$ cat src/rtl/if_fetch_pkg.sv
// Shared definitions for the instruction fetch stage: bus widths, reset
// polarity, default NOP encoding and the fetch FSM state encoding.
package if_fetch_pkg;

  localparam int InstrBus     = 32;
  localparam int InstrAddrBus = 32;

  // Reset is active-high
  localparam logic RstEnable = 1'b1;

  // addi x0,x0,0
  localparam logic [InstrBus-1:0] NopInstr = 32'h0000_0013;

  typedef enum logic [2:0] {
    IDLE     = 3'd0,
    REQ      = 3'd1,
    WAIT     = 3'd2,
    HOLD     = 3'd3,
    DROP     = 3'd4,
    IDLE_ERR = 3'd5
  } fetch_state_t;

  // Sequential PC increment; wraps naturally at 32 bits
  function automatic logic [InstrAddrBus-1:0] pc_incr(input logic [InstrAddrBus-1:0] pc);
    return pc + 32'd4;
  endfunction

endpackage

$ cat src/rtl/if_skid_buf.sv
// One-entry {instr, pc} holding register used when a fetch response
// arrives while the decode stage is stalled. Clear wins over load.
module if_skid_buf
  import if_fetch_pkg::*;
(
  input  logic                    clk,
  input  logic                    rst,
  input  logic                    load,
  input  logic                    clear,
  input  logic [InstrBus-1:0]     instr_in,
  input  logic [InstrAddrBus-1:0] pc_in,
  output logic [InstrBus-1:0]     instr,
  output logic [InstrAddrBus-1:0] pc,
  output logic                    full
);

  // Capture a parked response, or drop it on clear
  always_ff @(posedge clk) begin
    if (rst == RstEnable) begin
      instr <= {InstrBus{1'b0}};
      pc    <= {InstrAddrBus{1'b0}};
      full  <= 1'b0;
    end else if (clear) begin
      full  <= 1'b0;
    end else if (load) begin
      instr <= instr_in;
      pc    <= pc_in;
      full  <= 1'b1;
    end
  end

endmodule

$ cat src/rtl/if_fetch.sv
// Instruction fetch stage: owns the PC, keeps at most one request
// outstanding to instruction memory and registers each returned word
// with its PC toward IF_ID. Handles stall (via a skid entry) and
// redirect (flush, discarding any in-flight response).
// Optional build macro IF_MISALIGN_CHK_EN: misaligned redirect targets
// raise exc_misalign_o_IF and park the fetcher until an aligned redirect.
module if_fetch
  import if_fetch_pkg::*;
#(
  parameter logic [InstrAddrBus-1:0] RESET_PC  = 32'h0000_0000,
  parameter logic [InstrBus-1:0]     NOP_INSTR = NopInstr
)
(
  input  logic                    clk_i_IF,
  input  logic                    rst_i_IF,
  output logic                    imem_req_o_IF,
  output logic [InstrAddrBus-1:0] imem_addr_o_IF,
  input  logic                    imem_gnt_i_IF,
  input  logic                    imem_rvalid_i_IF,
  input  logic [InstrBus-1:0]     imem_rdata_i_IF,
  input  logic                    stall_i_IF,
  input  logic                    redirect_i_IF,
  input  logic [InstrAddrBus-1:0] redirect_pc_i_IF,
`ifdef IF_MISALIGN_CHK_EN
  output logic                    exc_misalign_o_IF,
`endif
  output logic [InstrBus-1:0]     instr_o_IF,
  output logic [InstrAddrBus-1:0] pc_addr_o_IF,
  output logic                    valid_o_IF
);

  fetch_state_t             state, state_nxt;
  logic [InstrAddrBus-1:0]  pc, pc_nxt;
  logic [InstrBus-1:0]      instr_q, instr_nxt;
  logic [InstrAddrBus-1:0]  pc_addr_q, pc_addr_nxt;
  logic                     valid_q, valid_nxt;
  logic                     skid_load, skid_clear, skid_full;
  logic [InstrBus-1:0]      skid_instr;
  logic [InstrAddrBus-1:0]  skid_pc;
  logic                     outstanding;
  logic [InstrAddrBus-1:0]  redirect_target;

`ifdef IF_MISALIGN_CHK_EN
  logic exc_q, exc_nxt;
  logic misalign;
  assign redirect_target = redirect_pc_i_IF;
  assign misalign        = |redirect_pc_i_IF[1:0];
  assign exc_misalign_o_IF = exc_q;
`else
  // Without the checker the low address bits are simply ignored
  assign redirect_target = redirect_pc_i_IF & 32'hFFFF_FFFC;
`endif

  assign imem_req_o_IF  = (state == REQ);
  assign imem_addr_o_IF = pc;
  assign instr_o_IF     = instr_q;
  assign pc_addr_o_IF   = pc_addr_q;
  assign valid_o_IF     = valid_q;

  if_skid_buf u_skid (
    .clk      (clk_i_IF),
    .rst      (rst_i_IF),
    .load     (skid_load),
    .clear    (skid_clear),
    .instr_in (imem_rdata_i_IF),
    .pc_in    (pc),
    .instr    (skid_instr),
    .pc       (skid_pc),
    .full     (skid_full)
  );

  // Next-state, next-PC and next-output selection; redirect overrides all
  always_comb begin
    state_nxt   = state;
    pc_nxt      = pc;
    instr_nxt   = instr_q;
    pc_addr_nxt = pc_addr_q;
    valid_nxt   = valid_q;
    skid_load   = 1'b0;
    skid_clear  = 1'b0;
    outstanding = 1'b0;
`ifdef IF_MISALIGN_CHK_EN
    exc_nxt     = exc_q;
`endif

    // A request is still in flight after this edge if it was granted now
    // or an earlier one has not yet returned.
    case (state)
      REQ:     outstanding = imem_gnt_i_IF;
      WAIT:    outstanding = ~imem_rvalid_i_IF;
      DROP:    outstanding = ~imem_rvalid_i_IF;
      default: outstanding = 1'b0;
    endcase

    if (redirect_i_IF) begin
      pc_nxt     = redirect_target;
      valid_nxt  = 1'b0;
      instr_nxt  = NOP_INSTR;
      skid_clear = 1'b1;
      state_nxt  = outstanding ? DROP : REQ;
`ifdef IF_MISALIGN_CHK_EN
      if (misalign) begin
        state_nxt = IDLE_ERR;
        exc_nxt   = 1'b1;
      end else begin
        exc_nxt   = 1'b0;
      end
`endif
    end else begin
      case (state)
        IDLE: state_nxt = REQ;
        REQ: begin
          if (imem_gnt_i_IF) begin
            state_nxt = WAIT;
          end else begin
            state_nxt = REQ;
          end
        end
        WAIT: begin
          if (imem_rvalid_i_IF && !stall_i_IF) begin
            instr_nxt   = imem_rdata_i_IF;
            pc_addr_nxt = pc;
            valid_nxt   = 1'b1;
            pc_nxt      = pc_incr(pc);
            state_nxt   = REQ;
          end else if (imem_rvalid_i_IF) begin
            // Decode is stalled: park the word so the bus can move on
            skid_load = 1'b1;
            pc_nxt    = pc_incr(pc);
            state_nxt = HOLD;
          end else begin
            state_nxt = WAIT;
          end
        end
        HOLD: begin
          if (!stall_i_IF) begin
            instr_nxt   = skid_instr;
            pc_addr_nxt = skid_pc;
            valid_nxt   = skid_full;
            skid_clear  = 1'b1;
            state_nxt   = REQ;
          end else begin
            state_nxt   = HOLD;
          end
        end
        DROP: begin
          if (imem_rvalid_i_IF) begin
            state_nxt = REQ;
          end else begin
            state_nxt = DROP;
          end
        end
        IDLE_ERR: state_nxt = IDLE_ERR;
        default:  state_nxt = IDLE;
      endcase
    end
  end

  // State, PC and output registers
  always_ff @(posedge clk_i_IF) begin
    if (rst_i_IF == RstEnable) begin
      state     <= IDLE;
      pc        <= RESET_PC;
      instr_q   <= NOP_INSTR;
      pc_addr_q <= {InstrAddrBus{1'b0}};
      valid_q   <= 1'b0;
`ifdef IF_MISALIGN_CHK_EN
      exc_q     <= 1'b0;
`endif
    end else begin
      state     <= state_nxt;
      pc        <= pc_nxt;
      instr_q   <= instr_nxt;
      pc_addr_q <= pc_addr_nxt;
      valid_q   <= valid_nxt;
`ifdef IF_MISALIGN_CHK_EN
      exc_q     <= exc_nxt;
`endif
    end
  end

endmodule

$ cat config.mk
export PLATFORM = sky130hd
export DESIGN_NAME = if_fetch
export DESIGN_NICKNAME = d
export VERILOG_FILES = /design/src/rtl/if_fetch_pkg.sv /design/src/rtl/if_skid_buf.sv /design/src/rtl/if_fetch.sv
export SDC_FILE = /design/constraint.sdc
export NUM_CORES = 1
export LEC_CHECK = 0
export CORE_MARGIN = 3
export CORE_UTILIZATION = 40
export CTS_BUF_LIST = sky130_fd_sc_hd__clkbuf_4
export CTS_CLUSTER_DIAMETER = 30
export DETAILED_ROUTE_END_ITERATION = 8
export GPL_ROUTABILITY_DRIVEN = 0
export PLACE_DENSITY = 0.79
export SLEW_MARGIN = 20
export SYNTH_ARGS = -nofsm -noshare
export SYNTH_HDL_FRONTEND = slang
export SYNTH_SLANG_ARGS = --single-unit
$ cat constraint.sdc
create_clock -name clk_i_IF -period 1.9 [get_ports clk_i_IF]
set_input_delay 0.38 -clock clk_i_IF [delete_from_list [all_inputs] [get_ports clk_i_IF]]
set_output_delay 0.38 -clock clk_i_IF [all_outputs]
set_load 0.02 [all_outputs]
Word level (Yosys, flattened, before mapping)
Index checks and enable logic that the tools add are counted.
{ "totals": {"reg_bits": 165, "output_inout_bits": 98, "wordCells": 64} }
{ "classes": {"n_addsub": 1, "bitwise_logic": 3, "eq_ne": 7, "n_reduce_logical": 15, "mux": 29} }
{ "op_table": {"columns": ["operator", "n"], "rows": [
  ["$mux W32", 8],
  ["$pmux W32 S2", 2],
  ["$add A32 B3 Y32 const B", 1],
  ["$pmux W3 S6", 1],
  ["$mux W1", 10],
  ["$mux W3", 3],
  ["$eq A3 B2 Y1 const B", 2],
  ["$eq A3 B3 Y1 const B", 2],
  ["$mux W2", 3],
  ["$reduce_and A2 Y1", 3],
  ["$reduce_bool A2 Y1", 3],
  ["$reduce_or A2 Y1", 3],
  ["$ne A2 B2 Y1 const B", 2],
  ["$pmux W1 S2", 2],
  ["$reduce_and A4 Y1", 1],
  ["$eq A3 B1 Y1 const B", 1],
  ["$logic_not A3 Y1", 1],
  ["$not A1 Y1", 3],
  ["$reduce_and A3 Y1", 1],
  ["$reduce_bool A3 Y1", 1],
  ["$logic_and A1 B1 Y1", 1],
  ["$logic_not A1 Y1", 1]
]} }

Longest topological paths before layout
Gate-level depths: netlist (run 1).
{ "logic_depth": {"depth_word": 6, "mapped_depth": 7, "depth_no_buf": 4} }

By module
A second synthesis (run 1) with hierarchy kept.
{ "unflattened": {"cells_unflattened": 894, "area_unflattened_um2": 7821.3} }
{ "modules_own_cells": {"columns": ["module", "area_per_inst_um2", "cells_each", "seq_area_each_um2", "instances"], "rows": [
  ["if_fetch", 4760.8, 599, 1961.9, 1],
  ["if_skid_buf", 3060.4, 295, 1301.2, 1]
]} }

Worst setup path before layout (run 1)
Ideal clock, no wire load.
{ "synth_path": {"kind": "reg2reg", "startpoint": "reg pc[10], in the netlist imem_addr_o_IF[10]", "endpoint": "reg pc[28], in the netlist imem_addr_o_IF[28]", "setup_slack_ns": -0.170, "path_stages_with_launch": 7, "setup_ns": 0.062, "t_arrival_ns": 2.008, "required_time_ns": 1.838, "period_less_slack_ns": 2.070, "n_path_buf": 2, "path_cell_list": "dfxtp_1 -> buf_2 -> nand4_1 -> or4_4 -> buf_2 -> or4_1 -> nand3_1"} }
{ "synth_via": {"elab_chain_len": 5} }
{ "synth_lines": {"columns": ["item", "line", "rtl"], "rows": [
  ["from (decl)", "if_fetch.sv:33", "logic [InstrAddrBus-1:0] pc, pc_nxt;"],
  ["from (signal assigned)", "if_fetch.sv:172", "pc <= pc_nxt;"],
  ["$add A32 B3 Y32 *", "if_fetch_pkg.sv:25", "return pc + 32'd4;"],
  ["$mux W32", "if_fetch.sv:126", "end else if (imem_rvalid_i_IF) begin"],
  ["$mux W32 *", "if_fetch.sv:120", "if (imem_rvalid_i_IF && !stall_i_IF) begin"],
  ["$mux W32 *", "if_fetch.sv:110", "case (state)"],
  ["$mux W32 *", "if_fetch.sv:95", "if (redirect_i_IF) begin"]
]} }
Every way passes the cells marked *; elsewhere a longest branch is shown, timed or not. The select of a mux whose other input is x is not followed.
A chain may end at the register's enable or synchronous reset.

Final worst setup path (run 1)
{ "layout_path": {"startpoint": "reg pc[12], in the netlist imem_addr_o_IF[12]", "endpoint": "reg pc[27], in the netlist imem_addr_o_IF[27]"} }
Same word-level chain as after synthesis.

==> results of run 1 <==
sequential cells by signal (all words and copies together) (netlist names):
signal and count:
pc_addr_o_IF 30, u_skid.instr 32, imem_addr_o_IF 30, state 3, u_skid.pc 30, valid_o_IF 1
instr_o_IF 32, u_skid.full 1
power breakdown:
group          internal, mW  switching [mW]
Sequential             3.40          0.0534
Combinational         0.348           0.425
Clock                 0.817            1.28
layer usage:
layer  vias up  part of all wire
met5         -                 0
met4         0             0.012
met3        30             0.092
met2       286              0.47
met1      3250              0.43
li1       3332                 -
cells by family after synthesis:
family	after synthesis
flops	159
other cells	1
mux	1
fa+ha+maj	1
simple gates	365
xor+xnor	8
buf+inv	88
compound gates	217
final cells by class:
type                    instances  area, um^2  share of cell area
multi-input cells             597        3220               0.349
flip-flops and latches        159        3220               0.349
well taps                     216         270              0.0293
inverters                       8        30.0             0.00326
clock inverters                14         159              0.0173
clock buffers                  18         135              0.0147
repair buffers                231        2180               0.237
cells in the final DEF, fill, tap and decap left out, types with 5 or more instances in the layout:
cell type	count
nand4_1	12
clkdlybuf4s50_1	66
dfxtp_1	137
nand3_1	10
inv_1	7
dfxtp_2	20
a211oi_1	11
clkbuf_4	18
xor2_1	7
or3_1	6
buf_12	11
a21oi_1	97
or4_1	13
o221ai_1	32
o31ai_1	11
nor2_1	61
o21ai_0	8
a311oi_1	43
nand2_1	231
clkinv_4	5
dlygate4sd2_1	89
buf_4	57
worst paths after layout:
check                                                     start                               to  slack, ns  depth (start not counted)
worst max-delay path            imem_addr_o_IF[12]$_SDFFE_PP0P_  imem_addr_o_IF[27]$_SDFFE_PP0P_      -0.07                          4
worst min-delay path                                   rst_i_IF    u_skid.instr[22]$_SDFFE_PP0P_       0.22                          2
worst max register to register  imem_addr_o_IF[12]$_SDFFE_PP0P_  imem_addr_o_IF[27]$_SDFFE_PP0P_      -0.07                          4
worst min register to register      instr_o_IF[25]$_SDFFE_PP0P_      instr_o_IF[25]$_SDFFE_PP0P_       0.46                          2
critical path, stage by stage, from the launching register on:
cell and delay (ns):
dfxtp_4 0.37, nand4_1 0.20, or4_4 0.62, or4_1 0.48, a311oi_1 0.22
repair_timing:
item / in CTS / in global routing
setup endpoints to repair: 100 / 22
cloned: 1 / 2
resized for setup: 106 / 15
hold buffers: 0 / 0
pin swaps: 11 / 6
buffers inserted: 1 / 4
==> flow_summary.ini, run 1 <==
[global_route]
grt_pass1_wl_mm = 31.9
grtUsageMet3 = 0.0825
gr-total-overflow = 0
met1_usage = 0.271
top_usage_layer = met2
antenna_found_initial = 0
globalRouteTotalUtil = 0.214
grt_max_degree = 74
grt_pass1_vias = 6332
grt_use_met2 = 0.348

[critical_path]
required_ns = 2.40
crit_type = register to register
critPathMaxFanout = 5
crit_path_end_kind = register
startpoint_type = register
arrival_ns = 2.47

[detailed_routing]
routed_wl_mm = 20.3
ant_nets = 0
dr.pass1.iters = 5
viasPerCell = 5.55
drt-wirelength-per-cell_um = 16.3
first_iter_violations = 564
drc = 0
num_vias = 6898

[yosys]
synth_enable_flop_cells = 0
yosys.area_share.simple = 0.235
syn_area_um2 = 6690
ys_warn_count = 0
synth_top_family_by_area = simple AND/OR/NAND/NOR gates
synth_mux_area_frac = 0.00150
synth_ff_type = dfxtp_1
synthAdderAreaFrac = 0.00187
yosys.area_share.xor_xnor = 0.0105
syn_area_per_cell_um2 = 7.96
synth_compound_area_frac = 0.221
ys_async_sr_fraction = 0
ys_ff_latch = 159
synthTopCellsByCount = nand2_1, dfxtp_1, a21oi_1
yosysMostFrequentCell = nand2_1
synthCells = 840
netlist_top_cells_area = dfxtp_1, nand2_1, a21oi_1
yosysTopAreaCellShare = 0.476
yosysTopAreaCell = dfxtp_1
yosysUniqueCellTypes = 44
ys_seq_area_frac = 0.476

[floorplanning]
die-area_um2 = 18300
ios = 168
start_util = 0.415
fp.dieH_um = 135
fp.dieW_um = 135
coreArea_um2 = 16100
std_cell_rows = 46

[power]
irDropWorstVdd_mv = 0.510
leakage_nw = 3.41
total_power_mw = 6.32
powerDensity_nw_per_um2 = 686

[clocking]
cts_max_level = 4
tritoncts = yes
cts_root_buf = clkbuf_4
clk-insertion-delay-late_ns = 0.58
clock-sinks = 159
cts.path.max_buffers = 2
clkTransAtPathRegs_ns = 0.14
numCtsBuffers = 17

[cells_and_area]
final_layout_size_suffix_gt1_frac = 0.141
instances_no_fill = 1243
filler_cell_count = 1454
utilization = 0.572
area_delta_synth_final_pct = 37.7
nets = 1085
diodes = 0
postLayoutCellArea_um2 = 9210

[worst_hold_path]
hp-class = input port to register

[sta]
setup_violations = 4
rsz0062_at_grt = yes
holdWs_ns = 0.224
hold_violations = 0
fin_skew_ns = 0.0164
slew_viol_final = 0
fmax_mhz = 507
finalCritPeriodShare = 1.04
tns_ns = -0.168
finalWorstPathRequiredPeriod_ns = 1.97
setup_ws_ns = -0.0726

[status]
outcome = finished, violations left
failed_checks = negative setup slack

[placement]
dp.cells = 1203
detailed_place_hpwl_mm = 12.9
io_buffers = 161
dp_slack_ns = -0.411
placed_area_um2 = 8890

[run]
maxCapViolCount = 0
No activity file was read; power rests on OpenSTA's default activity.
==> inputs of run 2 (changes only) <==
--- a/config.mk
+++ b/config.mk
@@ -11,8 +11,8 @@
 export CTS_CLUSTER_DIAMETER = 30
 export DETAILED_ROUTE_END_ITERATION = 8
 export GPL_ROUTABILITY_DRIVEN = 0
-export PLACE_DENSITY = 0.79
-export SLEW_MARGIN = 20
+export PLACE_DENSITY = 0.76
+export RECOVER_POWER = 100
 export SYNTH_ARGS = -nofsm -noshare
 export SYNTH_HDL_FRONTEND = slang
 export SYNTH_SLANG_ARGS = --single-unit
==> constraint.sdc (replaced) <==
create_clock -name clk_i_IF -period 2.5 [get_ports clk_i_IF]
set_input_delay 0.5 -clock clk_i_IF [delete_from_list [all_inputs] [get_ports clk_i_IF]]
set_output_delay 0.5 -clock clk_i_IF [all_outputs]
set_load 0.02 [all_outputs]
==> run 2 against run 1 <==
Worst hold slack better by 0.18 ns. The run now ends clean. Non-clock buffer count down 42. Clock skew up 0.00098 ns. Design area decreased by 4.5%.
==> flow_summary.ini, run 2 (synthesis results as in run 1) <==
[critical_path]
path_delay_family = buffers and inverters
r2r-start = state[1]$_SDFF_PP0_
critPathMaxFanout = 9
arrival_ns = 1.81
slowest_stage = dlygate4sd3_1
worstSetupEndpoint = imem_addr_o_IF[27]
crit_start = imem_addr_o_IF[27]$_SDFFE_PP0P_
crit_path_end_kind = output pin
ff2ff_setup_slack_ns = 0.33
required_ns = 2.00
startpoint_type = register
max_stage_delay_ns = 0.73
crit_buf_inv = 1
crit_type = register to output pin
r2r_cells = 5
crit_chain = dlygate4sd3_1
path_depth = 1
reg2reg_to = imem_addr_o_IF[29]$_SDFFE_PP0P_

[global_route]
grt_pass1_vias = 6109
grt_pass1_wl_mm = 30.2
gr-total-overflow = 0
antenna_found_initial = 0
globalRouteTotalUtil = 0.202
grt_max_degree = 93

[detailed_routing]
first_iter_violations = 474
dr.pass1.iters = 5
ant_nets = 0
routed_wl_mm = 18.5
drc = 0
viasPerCell = 5.37
num_vias = 6447
drt-wirelength-per-cell_um = 15.4

[power]
powerDensity_nw_per_um2 = 520
leakage_nw = 3.03
power.switching_mw = 1.26
swShare = 0.276
pwr-share-clk = 0.310
seq_power_share = 0.578
p_int_mw = 3.31
power_frac_comb = 0.112
irDropWorstVdd_mv = 0.314

[floorplanning]
fp.dieH_um = 135
start_util = 0.415
ios = 168
coreArea_um2 = 16100
die-area_um2 = 18300
fp.dieW_um = 135
std_cell_rows = 46

[sta]
setup_violations = 0
slew_headroom = 0.170
slew_viol_final = 0
fmax_mhz = 434
rsz0062_at_grt = no
setup_ws_ns = 0.193
tightestPinTransition_ns = 1.24
finalCritPeriodShare = 0.923
hold_violations = 0
finalWorstPathRequiredPeriod_ns = 2.31
tns_ns = 0
fin_skew_ns = 0.0174
holdWs_ns = 0.402

[worst_hold_path]
min_delay_path_depth = 2
hp-class = input port to register

[clocking]
cts_root_buf = clkbuf_4
clkTransAtPathRegs_ns = 0.14
cts_max_level = 4
clock-sinks = 159
clk-insertion-delay-late_ns = 0.55
cts.path.max_buffers = 2
tritoncts = yes
numCtsBuffers = 17

[cells_and_area]
utilization = 0.546
layout_commonest_cell = nand2_1
postLayoutCellArea_um2 = 8800
final_layout_size_suffix_gt1_frac = 0.0661
area_delta_synth_final_pct = 31.6
nets = 1042
diodes = 0
layout_common_cells = nand2_1, dfxtp_1, a21oi_1, dlygate4sd3_1, clkdlybuf4s50_1

[status]
outcome = finished clean

[placement]
dp_slack_ns = 0.0249
io_buffers = 161
detailed_place_hpwl_mm = 12.0
placed_area_um2 = 8570

[run]
maxCapViolCount = 0
[run 2: changes by cell type in the layout (fill, tap and decap cells not counted), sizes merged]
cell,change
buf,-45
clkinv,+3
dlygate4sd2,-89
dlygate4sd3,+94
bufinv,-1
inv,-2
clkbuf,+2
or4,-1
clkdlybuf4s15,-3
clkdlybuf4s50,-1
[run 2: layer usage]
metal / global-route usage / routed length (um) / vias up
met5: 0 / 0 / -
met4: 0.0515 / 170 / 0
met3: 0.0676 / 1540 / 18
met2: 0.317 / 8340 / 216
met1: 0.268 / 8400 / 2982
li1: - / - / 3231
[run 2: how the worst min path moves through the flow]
| stage | start | end | slack [ns] |
|---|---|---|---|
| after floorplan | u_skid.instr[0]$_SDFFE_PP0P_ | u_skid.instr[0]$_SDFFE_PP0P_ | 0.44 |
| after global placement | instr_o_IF[20]$_SDFFE_PP0P_ | instr_o_IF[20]$_SDFFE_PP0P_ | 0.44 |
| after detailed placement | instr_o_IF[28]$_SDFFE_PP0P_ | instr_o_IF[28]$_SDFFE_PP0P_ | 0.44 |
| after CTS | rst_i_IF | u_skid.instr[22]$_SDFFE_PP0P_ | 0.34 |
| after global routing | rst_i_IF | u_skid.instr[28]$_SDFFE_PP0P_ | 0.35 |
| final | rst_i_IF | u_skid.instr[26]$_SDFFE_PP0P_ | 0.40 |
[run 2: per-stage QoR]
stage,power (mW),instances
after global placement,3.23,1168
after global routing,4.77,1200
after CTS,4.64,1200
after detailed placement,3.23,1168
after floorplan,2.94,843
final,4.57,1200
[run 2: cell type report]
cell class / instances / area [um^2]
timing repair buffer: 189 / 1890
clock inverter: 14 / 118
inverter: 8 / 30.0
tap: 216 / 270
multi-input combinational: 596 / 3170
sequential: 159 / 3180
clock buffer: 18 / 135
fill: 1505 / 7320
[run 2: timing repair]
item	CTS	global route
setup endpoints to repair	0	1
hold buffers	0	0
buffers inserted	0	0
resized for setup	0	1
[run 2: power groups by stage]
| stage | Clock, mW | Sequential, mW | Combinational (mW) |
|---|---|---|---|
| floorplan | 0 | 2.73 | 0.205 |
| global placement | 0 | 2.70 | 0.526 |
| detailed placement | 0 | 2.70 | 0.530 |
| CTS | 1.46 | 2.64 | 0.532 |
| global route | 1.56 | 2.65 | 0.555 |
| finish | 1.42 | 2.64 | 0.511 |
==> inputs of run 3 (changes only) <==
--- a/config.mk
+++ b/config.mk
@@ -13,6 +13,7 @@
 export GPL_ROUTABILITY_DRIVEN = 0
 export PLACE_DENSITY = 0.76
 export RECOVER_POWER = 100
+export SLEW_MARGIN = 40
 export SYNTH_ARGS = -nofsm -noshare
 export SYNTH_HDL_FRONTEND = slang
 export SYNTH_SLANG_ARGS = --single-unit
==> results of run 3 <==
Final layout, timing and power as in run 2 (identical DEF).
